==> config.mk <==
export PLATFORM = sky130hd
export DESIGN_NAME = rx_frame_packer
export DESIGN_NICKNAME = d
export VERILOG_FILES = /design/src/rtl/rx_frame_packer.sv
export SDC_FILE = /design/constraint.sdc
export NUM_CORES = 1
export LEC_CHECK = 0
export ABC_CLOCK_PERIOD_IN_PS = 14300
export BUFFER_PORTS_ARGS = -buffer_cell sky130_fd_sc_hd__clkbuf_2
export CAP_MARGIN = 40
export CORE_UTILIZATION = 55
export CTS_CLUSTER_DIAMETER = 80
export CTS_CLUSTER_SIZE = 10
export DETAILED_ROUTE_END_ITERATION = 10
export MAX_ROUTING_LAYER = met4
export PLACE_DENSITY = 0.84
export SYNTH_ARGS = -nofsm -noshare
export SYNTH_HDL_FRONTEND = slang
export SYNTH_SLANG_ARGS = --single-unit
==> constraint.sdc <==
create_clock -name clk -period 14.3 [get_ports clk]
set_clock_uncertainty 0.2 [all_clocks]
set_input_delay 3.575 -clock clk [delete_from_list [all_inputs] [get_ports clk]]
set_output_delay 3.575 -clock clk [all_outputs]
set_load 0.02 [all_outputs]
==> src/rtl/rx_frame_packer.sv <==
// rx_frame_packer: packs Si4463 RX frames into 16-bit SRAM FIFO words.
// Words pass through a small tagged queue drained by a req/hint writer.
module rx_frame_packer #(
  parameter int SRAM_DEPTH = 131072,
  parameter int QDEPTH = 4
) (
  input  logic        clk,
  input  logic        reset,
  input  logic        rx_start,
  input  logic [7:0]  rx_byte,
  input  logic        rx_byte_valid,
  input  logic        rx_abort,
  output logic        SRAM_write,
  output logic [15:0] Data_to_sram,
  input  logic        SRAM_hint,
  input  logic        SRAM_full,
  input  logic [17:0] SRAM_count,
  output logic        Pkt_Received_int,
  output logic [7:0]  drop_count,
  output logic        overrun,
  output logic        busy
);
  localparam int AW = $clog2(QDEPTH);
  localparam int CW = $clog2(QDEPTH + 1);
  localparam logic [CW-1:0] QFULL = CW'(QDEPTH);
  localparam logic [19:0] DEPTH = 20'(SRAM_DEPTH);
  localparam logic [15:0] SYNC = 16'h2DD4;

  typedef enum logic [1:0] {IDLE, LEN, DATA, DISCARD} fstate_t;
  typedef enum logic {W_IDLE, W_REQ} wstate_t;
  typedef struct packed {
    logic        last;
    logic [15:0] word;
  } entry_t;

  fstate_t fstate, fstate_nx;
  wstate_t wstate, wstate_nx;

  entry_t        queue [QDEPTH];
  logic [AW-1:0] wptr, rptr;
  logic [CW-1:0] count;

  logic [7:0] remain, remain_nx;
  logic [7:0] hi, hi_nx;
  logic       half, half_nx;

  entry_t      enq_entry;
  logic        enq_req, enq, spill, full;
  logic        pop, load, drop;
  logic [19:0] need;

  assign full  = (count == QFULL);
  assign enq   = enq_req && !full;
  assign spill = enq_req && full;

  // words this frame needs: sync, {L,b0}, then one per remaining byte pair
  assign need = 20'(SRAM_count) + 20'(count) + 20'd2 + 20'(rx_byte[7:1]);

  always_comb begin
    fstate_nx = fstate;
    remain_nx = remain;
    hi_nx     = hi;
    half_nx   = half;
    enq_req   = 1'b0;
    enq_entry = '0;
    drop      = 1'b0;
    if (rx_start || rx_abort) begin
      drop      = (fstate != IDLE);
      fstate_nx = rx_start ? LEN : IDLE;
    end else begin
      unique case (fstate)
        IDLE: fstate_nx = IDLE;
        LEN: begin
          if (rx_byte_valid) begin
            remain_nx = rx_byte;
            if (rx_byte == 8'd0 || need > DEPTH) begin
              drop      = 1'b1;
              fstate_nx = DISCARD;
            end else begin
              enq_req   = 1'b1;
              enq_entry = {1'b0, SYNC};
              hi_nx     = rx_byte;
              half_nx   = 1'b1;
              fstate_nx = DATA;
            end
          end
        end
        DATA: begin
          if (rx_byte_valid) begin
            remain_nx = remain - 8'd1;
            if (half) begin
              enq_req   = 1'b1;
              enq_entry = {remain == 8'd1, hi, rx_byte};
              half_nx   = 1'b0;
            end else begin
              hi_nx   = rx_byte;
              half_nx = 1'b1;
              if (remain == 8'd1) begin
                enq_req   = 1'b1;
                enq_entry = {1'b1, rx_byte, 8'h00};
              end
            end
            if (remain == 8'd1) fstate_nx = IDLE;
          end
        end
        DISCARD: begin
          if (remain == 8'd0) begin
            fstate_nx = IDLE;
          end else if (rx_byte_valid) begin
            remain_nx = remain - 8'd1;
            if (remain == 8'd1) fstate_nx = IDLE;
          end
        end
      endcase
      // a word that cannot be queued kills the rest of the frame
      if (spill) begin
        drop      = 1'b1;
        fstate_nx = DISCARD;
      end
    end
  end

  always_comb begin
    wstate_nx = wstate;
    load      = 1'b0;
    pop       = 1'b0;
    unique case (wstate)
      W_IDLE: begin
        if (count != '0 && !SRAM_full) begin
          load      = 1'b1;
          wstate_nx = W_REQ;
        end
      end
      W_REQ: begin
        if (SRAM_hint) begin
          pop       = 1'b1;
          wstate_nx = W_IDLE;
        end
      end
    endcase
  end

  assign SRAM_write       = (wstate == W_REQ);
  assign Pkt_Received_int = pop && !reset && queue[rptr].last;
  assign busy             = (fstate != IDLE) || (count != '0);

  always_ff @(posedge clk) begin
    if (enq) queue[wptr] <= enq_entry;
  end

  always_ff @(posedge clk) begin
    if (reset) begin
      fstate       <= IDLE;
      wstate       <= W_IDLE;
      wptr         <= '0;
      rptr         <= '0;
      count        <= '0;
      remain       <= '0;
      hi           <= '0;
      half         <= 1'b0;
      Data_to_sram <= '0;
      drop_count   <= '0;
      overrun      <= 1'b0;
    end else begin
      fstate <= fstate_nx;
      wstate <= wstate_nx;
      remain <= remain_nx;
      hi     <= hi_nx;
      half   <= half_nx;
      if (enq) wptr <= wptr + 1'b1;
      if (pop) rptr <= rptr + 1'b1;
      count <= count + CW'(enq) - CW'(pop);
      if (load) Data_to_sram <= queue[rptr].word;
      if (drop && drop_count != 8'hFF) drop_count <= drop_count + 8'd1;
      if (spill) overrun <= 1'b1;
    end
  end

endmodule

# Yosys cells after proc, flatten, opt, wreduce, memory -nomap -nowiden
# Memories as Yosys holds them, arrays and structs flattened. A register that Yosys moved wholly into a read port is not among the register bits.
# Index checks and enable logic that the tools add are counted.
[word_totals] wordCells=110 mem_bits_rw=68 in_bits=33 memories=1 out_inout_bits=28 ff_bits=52
[op_classes] n_bitwise=2 muxes=52 reduce_logical=22 addsub=9 magnitude_cmp=1 n_eq_ne=12
[memory_table] memory="queue" words=4 word_bits=17 rd=1 rd_clocked_by_memory_dff=1 wr=1 line="39" source="entry_t queue [QDEPTH];"
[ops] operator="2-to-1 mux 17 bit" n=4
[ops] operator="2-to-1 mux 8 bit" n=7
[ops] operator="case mux 17 bit (2 select lines)" n=1
[ops] operator="2-to-1 mux 14 bit" n=2
[ops] operator="2-to-1 mux 1 bit" n=24
[ops] operator="case mux 8 bit (3 select lines)" n=1
[ops] operator="adder 19 x 2 -> 20 bit, second input constant" n=1
[ops] operator="adder 20 x 7 -> 20 bit" n=1
[ops] operator="greater-than comparator 20 x 18 -> 1 bit, second input constant" n=1
[ops] operator="adder 18 x 3 -> 19 bit" n=1
[ops] operator="logical NOT 8 bit" n=2
[ops] operator="2-to-1 mux 2 bit" n=8
[ops] operator="case mux 8 bit (2 select lines)" n=1
[ops] operator="!= test 2 bit, second input constant" n=5
[ops] operator="adder 8 x 1 -> 8 bit, second input constant" n=1
[ops] operator="equality test 8 x 1 -> 1 bit, second input constant" n=1
[ops] operator="!= test 8 bit, second input constant" n=1
[ops] operator="case mux 2 bit (4 select lines)" n=1
[ops] operator="subtractor 8 x 1 -> 8 bit, second input constant" n=1
[ops] operator="logical AND 1 bit" n=6
[ops] operator="case mux 1 bit (2 select lines)" n=3
[ops] operator="AND reduction 6 bit" n=1
[ops] operator="nonzero test 3 bit" n=2
[ops] operator="AND reduction 5 bit" n=1
[ops] operator="other kinds (13)" n=21

# Depth between registers and ports, before layout
# Gate-level depths: netlist of run 1.
[logic_depth] word_depth=13 ltp_mapped=21 ltp_nobuf=21

# Worst setup path before layout of run 1
# No wires, ideal clock.
[synth_timing] path_kind="input-to-output" startpoint="in reset" endpoint="out Pkt_Received_int" arrival_ns=4.836 path_stages=2 required_ns=10.525 setup_slack_ns=5.689 n_path_buf=1 cell_sequence="clkbuf_1 a2111oi_0"
[synth_via] elab_chain_len=3
[synth_rtl] element="start, declared" line="8" source="input logic reset,"
[synth_rtl] element="logical NOT 1 bit" line="144" source="assign Pkt_Received_int = pop && !reset && queue[rptr].last;"
[synth_rtl] element="logical AND 1 bit (2 in series)" line="144"
[synth_rtl] element="end, declared" line="18" source="output logic Pkt_Received_int,"
# No other way between the ends.

# Worst setup path in the final report of run 1
# Same ends and word-level chain as after synthesis.

==> results.toml, run 1 <==
[hold_path]
min_path_type = "flip-flop to flip-flop"
whs_path_depth = 2
hold_end = "Data_to_sram[14]"
min_from = "Data_to_sram[14]"

[logic_synthesis]
synth-warning-count = 0
synth_nets = 662
yosysSeqAreaShare_pct = 49.5
synth-seq-cells = 122
ys.flop_type = "edfxtp_1"
synthArstFlopShare_pct = 0
synthCells = 597
synth-edff-count = 68
yosysUniqueCellTypes = 63
syn_area_um2 = 6310
avgSynthCellArea_um2 = 10.6

[routing]
routed_via_density = 6.07
drt-wirelength-per-cell_um = 17.7
vias = 4873
antenna_left = 0
dr.pass1.iters = 5
drc = 0
drtIter0Drc = 453
routed_wl_um = 14200

[finish]
drive_above_1_share_pct = 19.5
layout_common_cells = "nand2_1, edfxtp_1, clkbuf_2"
final_common_cell = "nand2_1"
fin_nets = 715
diodes = 0
syn_to_final_growth_pct = 15.8

[cts]
cts_sinks = 122
cts_setup_buffers = 0
cts_tree = "yes"
cts_buffer_depth = 2
cts_root_buf = "clkbuf_16"
numCtsBuffers = 17
clkTransAtPathRegs_ns = 0.05
ctsHoldBuffers = 0
h-tree-depth = 4
clock_latency_ns = 0.41
cts-resized-gates = 0

[sta]
rsz0062_at_grt = "false"
fin_crit_ns = 8.47
relSlewSlack_pct = 40.6
slew_viol_final = 0
final-hold-violation-count = 0
worst_slack_ns = 5.83
finalSetupViolations = 0
worst_pin_slew_ns = 0.891
period_share_pct = 59.2
whs_ns = 0.258
tns_ns = 0
fmax_mhz = 118

[place]
dp_hpwl_um = 9670
port-buffer-count = 60
globalplace.congestion = 0.906
dp_slack_ns = 5.81

[setup_path]
cpPeakStageDelay_ns = 0.48
crit_start = "reset"
slowest_stage = "a2111oi_0"
timing.rr.end = "count[2]"
cp_top_family = "buffers and inverters"
arrival_ns = 4.70
end_kind = "primary output"
r2r_setup_slack_ns = 9.07
crit_path_max_fanout = 53
cp_common_cell = "clkbuf_2"
critical_path_required_ns = 10.52
r2r_cells = 19
crit_buf_inv = 3
r2r_start = "count[2]"
cp-start-kind = "primary input"
path_cells = "clkbuf_2 > buf_4 > a2111oi_0 > clkbuf_2"
path_class = "primary input to primary output"

[floorplan]
die_x_um = 109
core_area_um2 = 11000
die_y_um = 109
start_util_pct = 57.2
rows = 38
die_area_um2 = 11900
io_pins = 61

[grt]
grt_pass1_vias = 4679
grt_antenna_before_repair = 0
grt_pass1_wl_um = 22600
grt_overflow_total = 0
grtUsageTotal_pct = 26.2
grt_max_degree = 54

[power_and_ir_drop]
power.leakage_uw = 0.00282
vdd_drop_max_mv = 0.155
p_per_area_nw_per_um2 = 125

[run_status]
status = "completed"

[flow_run]
maxCapViolCount = 0
## flip-flops by register name, indices dropped and copies added, names as in the netlist, named ones only
signal	count
queue	68
Data_to_sram	16
drop_count	8
hi	8
remain	8
count	3
fstate	2
rptr	2
wptr	2
SRAM_write	1
half	1
overrun	1
## area by class of cell
cell class	count	area [um2]
clock buffers	24	462
clock inverters	8	146
multi-input cells	422	2980
fillers	777	3720
repair buffers	65	345
well taps	140	175
flip-flops and latches	122	3120
inverters	22	82.6
## cell usage after synthesis, drive strengths merged, types with 2 or more instances
| library cell | n | area [um2] |
|---|---|---|
| nand2 | 78 | 293 |
| edfxtp | 68 | 2040 |
| nor2 | 55 | 214 |
| a21oi | 54 | 278 |
| dfxtp | 54 | 1080 |
| ha | 28 | 350 |
| o21ai | 26 | 134 |
| inv | 22 | 82.6 |
| clkbuf | 18 | 67.6 |
| mux2i | 17 | 170 |
| mux4 | 16 | 360 |
| nand3 | 15 | 80.1 |
| buf | 13 | 71.3 |
| nor3 | 11 | 55.1 |
| or3 | 11 | 68.8 |
| and3 | 9 | 56.3 |
| nand4 | 9 | 56.3 |
| nor2b | 8 | 50.1 |
| a211oi | 7 | 52.6 |
| or2 | 6 | 37.5 |
| xor2 | 6 | 52.6 |
| and2 | 5 | 31.3 |
| o211ai | 5 | 37.5 |
| fa | 4 | 80.1 |
| nor4 | 4 | 46.3 |
| o21a | 4 | 31.3 |
| o22ai | 4 | 31.3 |
| o31ai | 4 | 30.0 |
| or4 | 4 | 30.0 |
| a2111oi | 3 | 45.1 |
| a21o | 3 | 22.5 |
| a221oi | 3 | 61.3 |
| a22oi | 3 | 22.5 |
| a21boi | 2 | 15.0 |
| mux2 | 2 | 22.5 |
| nand2b | 2 | 12.5 |
| o221a | 2 | 22.5 |
| xnor2 | 2 | 17.5 |
## metrics by stage
| step | power [uW] | utilization, % | area [um2] | cells |
|---|---|---|---|---|
| 2_1_floorplan | 449 | - | 6310 | 597 |
| 3_3_place_gp | 471 | 60.6 | 6690 | 770 |
| 3_5_place_dp | 475 | 60.8 | 6700 | 771 |
| 4_1_cts | 913 | 66.3 | 7310 | 803 |
| 5_1_grt | 942 | 66.3 | 7310 | 803 |
| 6_report | 911 | 66.3 | 7310 | 803 |
## worst register-to-register path, stage by stage, from the launching register on
cell      delay, ns
dfxtp_1        0.52
fa_1           0.48
ha_1           0.39
a21o_1         0.19
a21oi_1        0.17
mux2i_1        0.23
nand3_1        0.09
or4b_4         0.54
nor4_4         0.40
nor2_4         0.11
a221oi_4       0.45
inv_2          0.05
ha_1           0.29
inv_1          0.06
ha_1           0.13
inv_1          0.04
fa_1           0.37
xor2_1         0.18
xnor2_1        0.14
nor2_1         0.06
## routing by layer
layer / global-route usage, % / vias to the layer above / share of wire [%]
met4: 8.78 / 0 / 1.7
met2: 44.5 / 218 / 51
li1: - / 2296 / -
met1: 30.2 / 2322 / 40
met5: - / - / 0
met3: 6.52 / 37 / 6.9
## logic make-up after synthesis
kind of cell / synth area share, %
DFF: 49.5
muxes: 8.76
AOI/OAI and AO/OA: 13.5
adders and majority gates: 6.82
buffers and inverters: 3.51
and+or+nand+nor: 16.8
xor gates and xnor gates: 1.11
## report_power, final
| part | total (uW) | switching, uW | internal (uW) |
|---|---|---|---|
| combinational | 93.9 | 58.9 | 35.0 |
| sequential | 376 | 5.21 | 371 |
| clock | 441 | 145 | 296 |
## worst max path at each step
| stage | to | slack (ns) | cells after the start |
|---|---|---|---|
| 2_1_floorplan | Pkt_Received_int | 5.69 | 2 |
| 3_3_place_gp | Pkt_Received_int | 5.95 | 4 |
| 3_5_place_dp | count[2] | 5.81 | 20 |
| 4_1_cts | Pkt_Received_int | 5.84 | 4 |
| 5_1_grt | Pkt_Received_int | 5.80 | 4 |
| 6_report | Pkt_Received_int | 5.83 | 4 |
Power figures use the tool's default switching activity.
==> inputs of run 2 (changes only) <==
--- a/config.mk
+++ b/config.mk
@@ -5,7 +5,7 @@
 export SDC_FILE = /design/constraint.sdc
 export NUM_CORES = 1
 export LEC_CHECK = 0
-export ABC_CLOCK_PERIOD_IN_PS = 14300
+export ABC_CLOCK_PERIOD_IN_PS = 8100
 export BUFFER_PORTS_ARGS = -buffer_cell sky130_fd_sc_hd__clkbuf_2
 export CAP_MARGIN = 40
 export CORE_UTILIZATION = 55
==> constraint.sdc (replaced) <==
create_clock -name clk -period 8.1 [get_ports clk]
set_clock_uncertainty 0.2 [all_clocks]
set_input_delay 2.025 -clock clk [delete_from_list [all_inputs] [get_ports clk]]
set_output_delay 2.025 -clock clk [all_outputs]
set_load 0.02 [all_outputs]
==> results.toml, run 2 (synthesis results as in run 1) <==
[flow_run]
maxCapViolCount = 0

[cts]
cts_buffer_depth = 2
cts_root_buf = "clkbuf_16"
cts_tree = "yes"
cts-resized-gates = 0
clkTransAtPathRegs_ns = 0.05
clock_latency_ns = 0.41
h-tree-depth = 4
numCtsBuffers = 17
cts_setup_buffers = 0
cts_sinks = 122
ctsHoldBuffers = 0

[sta]
tns_ns = 0
period_share_pct = 80.4
relSlewSlack_pct = 41.2
final-hold-violation-count = 0
slew_viol_final = 0
fin_crit_ns = 6.51
worst_pin_slew_ns = 0.882
rsz0062_at_grt = "false"
fmax_mhz = 154
finalSetupViolations = 0

[setup_path]
end_kind = "flip-flop"
r2r_setup_slack_ns = 2.92
r2r_start = "count[2]"
cp-start-kind = "primary input"
crit_start = "rx_byte[1]"
crit_path_max_fanout = 7
critical_path_required_ns = 8.17
slowest_stage = "or4b_4"
cpPeakStageDelay_ns = 0.53
path_cells = "clkbuf_2 > fa_1 > fa_1 > a21o_1 > a21oi_1 > mux2i_1 > nand3_1 > or4b_4 > nor4_4 > nor2_4 > a221oi_4 > inv_2 > ha_1 > inv_1 > ha_1 > inv_1 > fa_1 > xor2_1 > xnor2_1 > nor2_1"
path_class = "primary input to flip-flop"
arrival_ns = 6.58
r2r_cells = 19
cp_common_cell = "fa_1"

[routing]
dr.pass1.iters = 6
drc = 0
antenna_left = 0
drt-wirelength-per-cell_um = 17.4
routed_wl_um = 14000
drtIter0Drc = 500
vias = 4880
routed_via_density = 6.06

[grt]
grt_overflow_total = 0
grtUsageTotal_pct = 26.2
grt_antenna_before_repair = 0
met3_usage_pct = 5.50
grt_pass1_wl_um = 22600
grt_max_degree = 54
use_met2_pct = 43.4
grt.busiest_layer = "met2"
grt_pass1_vias = 4762
use_met1_pct = 30.7

[floorplan]
die_area_um2 = 11900
start_util_pct = 57.2
die_x_um = 109
core_area_um2 = 11000
die_y_um = 109
rows = 38
io_pins = 61

[finish]
largest_registers = "queue x68, Data_to_sram x16"
final_util_pct = 66.2
largest_reg_flops = 68
fin_nets = 717
layout_common_cells = "nand2_1, edfxtp_1, clkbuf_2"
largest_register = "queue"
diodes = 0
syn_to_final_growth_pct = 15.7
final_common_cell = "nand2_1"
multi_input_area_um2 = 2980
regArea_um2 = 3120
num-fill-cells = 820
drive_above_1_share_pct = 20.2

[run_status]
status = "completed"

[place]
globalplace.congestion = 0.926
port-buffer-count = 60
dp_hpwl_um = 9610

[hold_path]
min_path_type = "flip-flop to flip-flop"
min_from = "Data_to_sram[13]"
whs_path_depth = 2

[power_and_ir_drop]
power.leakage_uw = 0.00282
vdd_drop_max_mv = 0.158
p_per_area_nw_per_um2 = 214
run 2: cell count changes in the layout (fill, tap and decap cells not counted), moves of 2 or more:
cell	previous run	this run
clkinvlp_4	1	3
clkbuf_1	6	2
inv_6	0	5
buf_8	1	3
bufinv_16	4	2
run 2: routing by layer:
| metal | vias to the layer above | share of wire, % |
|---|---|---|
| li1 | 2294 | - |
| met1 | 2344 | 40 |
| met2 | 212 | 50 |
| met3 | 30 | 6.8 |
| met4 | 0 | 2.5 |
| met5 | - | 0 |
run 2: area by class of cell:
type	count	area share [%]
Timing Repair Buffer	67	5.14
Sequential cell	122	42.8
Inverter	22	1.13
Tap cell	140	2.40
Clock buffer	19	5.93
Multi-Input combinational cell	422	40.7
Clock inverter	13	1.92
run 2: path summary, 6_finish.rpt:
kind                            to
hold reg to reg   Data_to_sram[13]
setup / recovery          count[2]
setup reg to reg          count[2]
hold / removal    Data_to_sram[13]
run 2: where the power goes:
part           total (uW)  switching (uW)  internal, uW
Clock                 733             278           455
Sequential            663            8.96           654
Combinational         165             103          62.1
Total                1560             390          1170
run 2: metrics by stage:
| stage | power [uW] | cell area (um2) | setup WS [ns] | hold WS [ns] | instances |
|---|---|---|---|---|---|
| 2_1_floorplan | 793 | 6310 | 1.68 | 0.261 | 597 |
| 3_3_place_gp | 832 | 6690 | 1.33 | 0.242 | 770 |
| 3_5_place_dp | 838 | 6730 | 1.21 | 0.246 | 773 |
| 4_1_cts | 1570 | 7300 | 1.62 | 0.254 | 805 |
| 5_1_grt | 1620 | 7300 | 1.34 | 0.269 | 805 |
| 6_report | 1560 | 7300 | 1.59 | 0.252 | 805 |
run 2: critical path: cells and delay by family:
| kind | cells | cell delay, ns |
|---|---|---|
| AND/OR/NAND/NOR | 5 | 1.17 |
| AO/OA/AOI/OAI | 3 | 0.86 |
| multiplexers | 1 | 0.22 |
| adder cells (fa/ha/maj) | 5 | 1.71 |
| XOR/XNOR | 2 | 0.31 |
| buffers and inverters | 4 | 0.30 |
==> inputs of run 3 (changes only) <==
--- a/config.mk
+++ b/config.mk
@@ -5,7 +5,7 @@
 export SDC_FILE = /design/constraint.sdc
 export NUM_CORES = 1
 export LEC_CHECK = 0
-export ABC_CLOCK_PERIOD_IN_PS = 8100
+export ABC_CLOCK_PERIOD_IN_PS = 6300
 export BUFFER_PORTS_ARGS = -buffer_cell sky130_fd_sc_hd__clkbuf_2
 export CAP_MARGIN = 40
 export CORE_UTILIZATION = 55
==> constraint.sdc (replaced) <==
create_clock -name clk -period 6.3 [get_ports clk]
set_clock_uncertainty 0.2 [all_clocks]
set_input_delay 1.575 -clock clk [delete_from_list [all_inputs] [get_ports clk]]
set_output_delay 1.575 -clock clk [all_outputs]
set_load 0.02 [all_outputs]
==> results.toml, run 3 (synthesis results as in run 1) <==
[finish]
layout_common_cells = "nand2_1, edfxtp_1, clkbuf_2"
fin_nets = 722
largest_registers = "queue x68, Data_to_sram x16"
final_common_cell = "nand2_1"
final_util_pct = 66.5
largest_reg_flops = 68
syn_to_final_growth_pct = 16.2
drive_above_1_share_pct = 21.0
largest_register = "queue"
num-fill-cells = 830
diodes = 0

[grt]
grt_overflow_total = 0
grtUsageTotal_pct = 26.4
grt_pass1_wl_um = 22600
grt_max_degree = 53
grt_pass1_vias = 4688
grt_antenna_before_repair = 0

[cts]
cts_root_buf = "clkbuf_16"
ctsHoldBuffers = 0
cts_setup_buffers = 0
cts_sinks = 122
cts-resized-gates = 0
cts_tree = "yes"
clkTransAtPathRegs_ns = 0.06
numCtsBuffers = 17
cts_buffer_depth = 2
h-tree-depth = 4
clock_latency_ns = 0.42

[setup_path]
r2r_setup_slack_ns = 1.27
slowest_stage = "or4b_4"
arrival_ns = 5.94
cp-start-kind = "primary input"
end_kind = "flip-flop"
critical_path_required_ns = 6.38
cp_common_cell = "ha_1"
path_cells = "clkbuf_2 > fa_1 > ha_1 > a21o_1 > a21oi_1 > mux2i_1 > nand3_1 > or4b_4 > nor4_4 > nor2_4 > a221oi_4 > inv_2 > ha_1 > inv_1 > ha_1 > inv_1 > fa_1 > xor2_1 > xnor2_1 > nor2_1"
crit_path_max_fanout = 6
path_class = "primary input to flip-flop"
cpPeakStageDelay_ns = 0.53

[power_and_ir_drop]
vdd_drop_max_mv = 0.173
power.leakage_uw = 0.00284
p_per_area_nw_per_um2 = 276

[routing]
routed_via_density = 6.00
wl_met1_um = 5640
top_layer = "met4"
antenna_left = 0
routed_wl_um = 14100
dr.pass1.iters = 5
drt-wirelength-per-cell_um = 17.4
met3_length_um = 816
drtIter0Drc = 410
vias = 4859
drc = 0
met2_length_um = 7340

[floorplan]
start_util_pct = 57.2
core_area_um2 = 11000
die_x_um = 109
die_y_um = 109
die_area_um2 = 11900
rows = 38
io_pins = 61

[hold_path]
min_path_type = "flip-flop to flip-flop"

[sta]
fin_crit_ns = 5.86
relSlewSlack_pct = 39.3
slew_viol_final = 0
worst_pin_slew_ns = 0.888
fmax_mhz = 171
finalSetupViolations = 0
tns_ns = 0
rsz0062_at_grt = "false"
period_share_pct = 93.0
final-hold-violation-count = 0

[place]
dp_hpwl_um = 9710
port-buffer-count = 60
globalplace.congestion = 0.933

[flow_run]
maxCapViolCount = 0

[run_status]
status = "completed"
[run 3: changes by cell type in the layout (fill, tap and decap cells not counted), sizes merged]
| cell | change |
|---|---|
| buf | +5 |
| clkbuf | -2 |
| inv | +2 |
[run 3: cell type report]
type,instances,area [um2],share of cell area [%]
Multi-Input combinational cell,422,2980,40.6
Sequential cell,122,3120,42.6
Timing Repair Buffer,72,390,5.32
Inverter,22,82.6,1.13
Clock inverter,15,161,2.20
Clock buffer,17,425,5.80
Tap cell,140,175,2.39
[run 3: worst paths after layout]
check,start,to,cells after the start
max reg2reg,count[2],count[2],19
min,Data_to_sram[14],Data_to_sram[14],2
max,rx_byte[3],count[2],20
min reg2reg,Data_to_sram[14],Data_to_sram[14],2
[run 3: through the flow]
step	total power [uW]	worst slack [ns]	instances	instance area (um2)	hold WS, ns
6_report	2020	0.438	810	7330	0.254
5_1_grt	2090	0.189	810	7330	0.276
4_1_cts	2030	0.482	810	7330	0.256
3_5_place_dp	1080	0.0702	778	6750	0.248
3_3_place_gp	1070	0.211	778	6750	0.242
2_1_floorplan	1020	0.332	597	6310	0.261
[run 3: worst max-delay path: cells and delay by family]
| family | cells | cell delay [ns] |
|---|---|---|
| buf+inv | 4 | 0.31 |
| mux | 1 | 0.23 |
| fa+ha+maj | 5 | 1.70 |
| simple gates | 5 | 1.09 |
| xor+xnor | 2 | 0.31 |
| compound gates | 3 | 0.70 |
[run 3: power by group]
group / internal [uW] / switching [uW]
registers: 841 / 11.3
clock network: 588 / 371
logic: 80.8 / 132
[run 3: metal layers]
layer  global-route usage [%]  up-vias
met5                        -        -
met2                     45.1      183
met3                     6.75       33
li1                         -     2314
met1                     29.2     2329
met4                     11.1        0
